## src/rtl/area_hs_param.sv

```systemverilog
// Handshaked W x W -> 2W unsigned multiplier (shift-and-add, one bit per cycle).
// Define AREA_ZERO_SKIP_EN to finish early once the remaining multiplier bits are all zero.
module area_hs_param #(
  parameter int W = 8
) (
  input  logic           clock,
  input  logic           reset_,
  input  logic [W-1:0]   data_in_1,
  input  logic           dav_in_1_,
  input  logic [W-1:0]   data_in_2,
  input  logic           dav_in_2_,
  output logic           rfd_in_1,
  output logic           rfd_in_2,
  output logic [2*W-1:0] data_out,
  output logic           dav_out_,
  input  logic           rfd_out,
  output logic [2:0]     dbg_state
);

  // Handshake: both producers hold dav_ low with data until rfd_in drops (load),
  // then raise dav_ before the result is offered; the consumer raises rfd_out to
  // accept, sees dav_out_ low, and drops rfd_out to retire the transaction.

  localparam int CW = $clog2(W + 1);

  typedef enum logic [2:0] {
    S_IN   = 3'd0,
    S_MUL  = 3'd1,
    S_REL  = 3'd2,
    S_WRDY = 3'd3,
    S_DAV  = 3'd4
  } state_t;

  state_t         r_state, w_state_nxt;
  logic [W-1:0]   r_a, w_a_nxt;
  logic [W-1:0]   r_b, w_b_nxt;
  logic [2*W-1:0] r_pr, w_pr_nxt;
  logic [CW-1:0]  r_count, w_count_nxt;
  logic           r_rfd, w_rfd_nxt;
  logic           r_dav_n, w_dav_n_nxt;

  // Low half of the shifted-in addend is zero, so only the upper half needs an adder.
  logic [W:0]     w_upper_sum;
  logic [2*W-1:0] w_pr_step;

  always_comb begin
    w_upper_sum = {1'b0, r_pr[2*W-1:W]} + (r_b[0] ? {1'b0, r_a} : {(W+1){1'b0}});
    w_pr_step   = {w_upper_sum, r_pr[W-1:1]};
  end

  always_comb begin
    w_state_nxt = r_state;
    w_a_nxt     = r_a;
    w_b_nxt     = r_b;
    w_pr_nxt    = r_pr;
    w_count_nxt = r_count;
    w_rfd_nxt   = r_rfd;
    w_dav_n_nxt = r_dav_n;
    case (r_state)
      S_IN: begin
        if (!dav_in_1_ && !dav_in_2_) begin
          w_a_nxt     = data_in_1;
          w_b_nxt     = data_in_2;
          w_pr_nxt    = '0;
          w_count_nxt = CW'(W);
          w_rfd_nxt   = 1'b0;
          w_state_nxt = S_MUL;
        end
      end
      S_MUL: begin
`ifdef AREA_ZERO_SKIP_EN
        if (r_b == '0) begin
          w_pr_nxt    = r_pr >> r_count;
          w_count_nxt = '0;
          w_state_nxt = S_REL;
        end else
`endif
        begin
          w_pr_nxt    = w_pr_step;
          w_b_nxt     = r_b >> 1;
          w_count_nxt = r_count - CW'(1);
          if (r_count == CW'(1)) begin
            w_state_nxt = S_REL;
          end
        end
      end
      S_REL: begin
        if (dav_in_1_ && dav_in_2_) begin
          w_state_nxt = S_WRDY;
        end
      end
      S_WRDY: begin
        if (rfd_out) begin
          w_dav_n_nxt = 1'b0;
          w_state_nxt = S_DAV;
        end
      end
      S_DAV: begin
        if (!rfd_out) begin
          w_dav_n_nxt = 1'b1;
          w_rfd_nxt   = 1'b1;
          w_state_nxt = S_IN;
        end
      end
      default: begin
        w_state_nxt = S_IN;
        w_rfd_nxt   = 1'b1;
        w_dav_n_nxt = 1'b1;
      end
    endcase
  end

  always_ff @(posedge clock) begin
    if (!reset_) begin
      r_state <= S_IN;
      r_a     <= '0;
      r_b     <= '0;
      r_pr    <= '0;
      r_count <= '0;
      r_rfd   <= 1'b1;
      r_dav_n <= 1'b1;
    end else begin
      r_state <= w_state_nxt;
      r_a     <= w_a_nxt;
      r_b     <= w_b_nxt;
      r_pr    <= w_pr_nxt;
      r_count <= w_count_nxt;
      r_rfd   <= w_rfd_nxt;
      r_dav_n <= w_dav_n_nxt;
    end
  end

  assign rfd_in_1  = r_rfd;
  assign rfd_in_2  = r_rfd;
  assign data_out  = r_pr;
  assign dav_out_  = r_dav_n;
  assign dbg_state = r_state;

endmodule
```

## config.mk

```make
export PLATFORM = sky130hd
export DESIGN_NAME = area_hs_param
export DESIGN_NICKNAME = d
export VERILOG_FILES = /design/src/rtl/area_hs_param.sv
export SDC_FILE = /design/constraint.sdc
export NUM_CORES = 1
export LEC_CHECK = 0
export BUFFER_PORTS_ARGS = -buffer_cell sky130_fd_sc_hd__buf_4
export CELL_PAD_IN_SITES_DETAIL_PLACEMENT = 2
export CELL_PAD_IN_SITES_GLOBAL_PLACEMENT = 2
export CORE_ASPECT_RATIO = 0.9
export CORE_MARGIN = 2
export CORE_UTILIZATION = 25
export CTS_CLUSTER_DIAMETER = 80
export DETAILED_ROUTE_END_ITERATION = 7
export PLACE_DENSITY = 0.62
export REMOVE_ABC_BUFFERS = 1
export SETUP_SLACK_MARGIN = 0.02
export SLEW_MARGIN = 20
export SYNTH_ARGS = -nofsm -noshare
export SYNTH_HDL_FRONTEND = slang
export SYNTH_SLANG_ARGS = --single-unit
export TNS_END_PERCENT = 5
```

## constraint.sdc

```tcl
create_clock -name clock -period 3.1 [get_ports clock]
set_input_delay 0.155 -clock clock [delete_from_list [all_inputs] [get_ports clock]]
set_output_delay 0.155 -clock clock [all_outputs]
set_load 0.01 [all_outputs]
```

==> results.md <==
* Synth unique cells at 42
* Status: finished, final reports clean
* CTS sink cnt at 41
* Combinational Power Share at 12.6%
* Reg2Reg Depth at 6
* Final worst slack at 0.938 ns
* DR pass1 iterations at 4
* Num CTS Buffers at 5
* Clock network fraction of design power at 35.6%
* ANT nets after route at 0
* DR vias at 1921
* Critical hold path startpoint: data_in_1[1]
* PwrDens at 427 nW/um2
* I/O pin cnt at 43
* CP Launch Type: flop
* Hold Path Class: in -> reg
* Die ar. at 8910 um2
* CTS Hold Buffers Added at 0
* Synth Cell Area at 2040 um2
* Max Fanout on Critical Path at 9
* Maximum VDD drop at 0.137 mV
* Clk_lat worst skew at 0.30 ns
* Placed cells at 373
* Post-synth top area share at 40.2%
* Minimum clock period at 2.16 ns
* Layout cells sized above 1 at 21.6%
* Fmax at 0.463 GHz
* CTS tree: done
* Async SR Flop Fraction at 0%
* Net Switching at 314 uW
* Residual DRC count at 0
* Final setup viols at 0
* Final Max Tran Viols at 0
* Setup Crit Path Kind: reg -> reg
* Crit. End Element: flop
* Routed WL at 6.05 mm
* Area contributors post-synth: dfxtp_1 40%, nand2_1 6.2%, ha_1 6.1%
* Area Growth Syn to Fin at 24.1%
* Wire per inst at 15.9 um
* Syn Area/Cell at 8.41 um2
* Total Power at 1.08 mW
* Hold slack at 0.0880 ns
* Post-synth top area cell: dfxtp_1
* Fin nets at 313
* Yosys warning count at 0
* Max-Cap Viols at 0
* Worst r2r src: r_b[0]
* Final Hold Viols at 0
* Crit path arrival time at 2.35 ns
* Largest net degree at the start of global routing at 38
* Post-Synthesis Cells at 243
* Post-CTS Setup Inserts at 0
* Placed inst area at 2440 um2
* Final HPWL DP at 4.30 mm
* Post-synth EDFFs at 0
* Setup Total Neg Slack at 0 ns
* Register share of total power at 51.9%
* Clock Path Buffers at 2
* Die width at 99.3 um
* Worst Max-Slew Pin Slew at 0.969 ns
* Non-Filler Instances at 381
* # resized after CTS at 0
* Hold EP: r_a[1]
* Internal at 769 uW
* Dominant synthesized flop cell: dfxtp_1
* Drt initial violations at 60
* Root Buffer: clkbuf_8
* Clk_skew at 0.00464 ns
* Initial core utilization at 25.6%
* Diodes inserted at 0
* # port buffers at 42
* Core box area at 7990 um2
* Seq/Total Area, Yosys at 40.2%
* WP data required at 3.29 ns
* Fin util at 31.7%
* Htree depth at 2
* Initial antenna violation count at 0
* Post-Place Setup Slack at 0.912 ns
* Clk slew on worst S/H paths at 0.09 ns
* Leak at 1.10 nW
* Total track usage at 14.1%
* Fillcell total at 923
* Die height at 89.8 um
* Post-route cell area at 2540 um2
* Sw frac at 29.0%
* Cell Rows at 31
* Max-slew headroom at 35.4%
* Flops & latches, synth at 41
* Period utilization at 69.7%
* RSZ-0062 raised after global routing: no
* Placer Congestion at 0.761
* Crit Reg-Reg Endpoint: data_out[14]
* Flop-to-flop setup slack at 0.94 ns
* Hold path depth at 3
* Vias in the first global route at 1988
* First-pass GRT wire length at 10.1 mm
* Vias/cell at 5.04
* Grt ovf at 0
power by group through the flow:
stage	clock (mW)	combinational (mW)	sequential, mW
final	0.385	0.136	0.561
after global routing	0.428	0.153	0.565
after CTS	0.407	0.140	0.562
after detailed placement	0	0.140	0.574
after global placement	0	0.139	0.572
after floorplan	0	0.0719	0.570
registers in the layout (all words and copies together), names as in the netlist:
signal / flops
data_out: 16
r_b: 8
dav_out_: 1
dbg_state: 3
r_a: 8
r_count: 4
rfd_in_1: 1
Yosys cell counts (all sizes together), types with 3 or more instances:
| library cell | instances |
|---|---|
| a2bb2oi | 9 |
| nor3 | 6 |
| a211oi | 4 |
| a21oi | 18 |
| a222oi | 7 |
| nand3 | 5 |
| nand2 | 34 |
| or3 | 5 |
| buf | 7 |
| inv | 3 |
| clkbuf | 9 |
| and2 | 8 |
| a211o | 4 |
| dfxtp | 41 |
| ha | 10 |
| o21ai | 8 |
| nor2 | 33 |
| nand3b | 3 |
cell families after synthesis:
kind of cell / count (synthesis) / share of synthesized area (%)
simple gates: 106 / 24.9
compound gates: 62 / 21.7
flops: 41 / 40.2
buf+inv: 19 / 4.35
fa+ha+maj: 11 / 7.10
xor+xnor: 2 / 0.857
mux: 2 / 0.980
layer usage:
layer | global-route usage, % | up-vias | wire (um) | part of all wire (%)
met1 | 19.0 | 944 | 2920 | 48
met5 | 0 | - | 0 | 0
met2 | 22.4 | 27 | 2860 | 47
met3 | 3.27 | 5 | 208 | 3.4
li1 | - | 945 | - | -
met4 | 4.11 | 0 | 64 | 1.1
how the worst max path moves through the flow:
stage / slack (ns) / endpoint / cells after the start / startpoint
after floorplan: 1.22 / data_out[11] / 7 / r_b[0]
after global placement: 1.05 / data_out[14] / 6 / r_b[0]
after detailed placement: 0.91 / data_out[14] / 6 / r_b[0]
after CTS: 0.90 / data_out[14] / 6 / r_b[0]
after global routing: 0.72 / data_out[14] / 6 / r_b[0]
final: 0.94 / data_out[14] / 6 / r_b[0]
placed cells by master, fill, tap and decap left out, types with 3 or more instances in the layout:
cell / instances
buf_4: 47
dfxtp_1: 41
nand2_1: 34
nor2_1: 33
a21oi_1: 18
ha_1: 10
a2bb2oi_1: 9
and2_1: 8
o21ai_0: 7
a222oi_1: 7
nor3_1: 6
or3_1: 5
nand3_1: 5
clkbuf_8: 5
a211oi_1: 4
a211o_1: 4
nand3b_1: 3
cell type report:
class,count,area (um2),share of cell area (%)
clock buffer,5,68.8,2.71
clock inverter,3,25.0,0.987
inverter,3,11.3,0.444
multi-input combinational,183,1130,44.7
sequential,41,821,32.4
tap,99,124,4.88
timing repair buffer,47,353,13.9
worst max-delay path: stages (launching register included):
cell       delay [ns]
dfxtp_1          0.47
and2_1           0.23
ha_1             0.26
a211o_1          0.31
a2111oi_0        0.49
nor3_1           0.13
nand3b_1         0.17
Power figures use the tool's default switching activity.
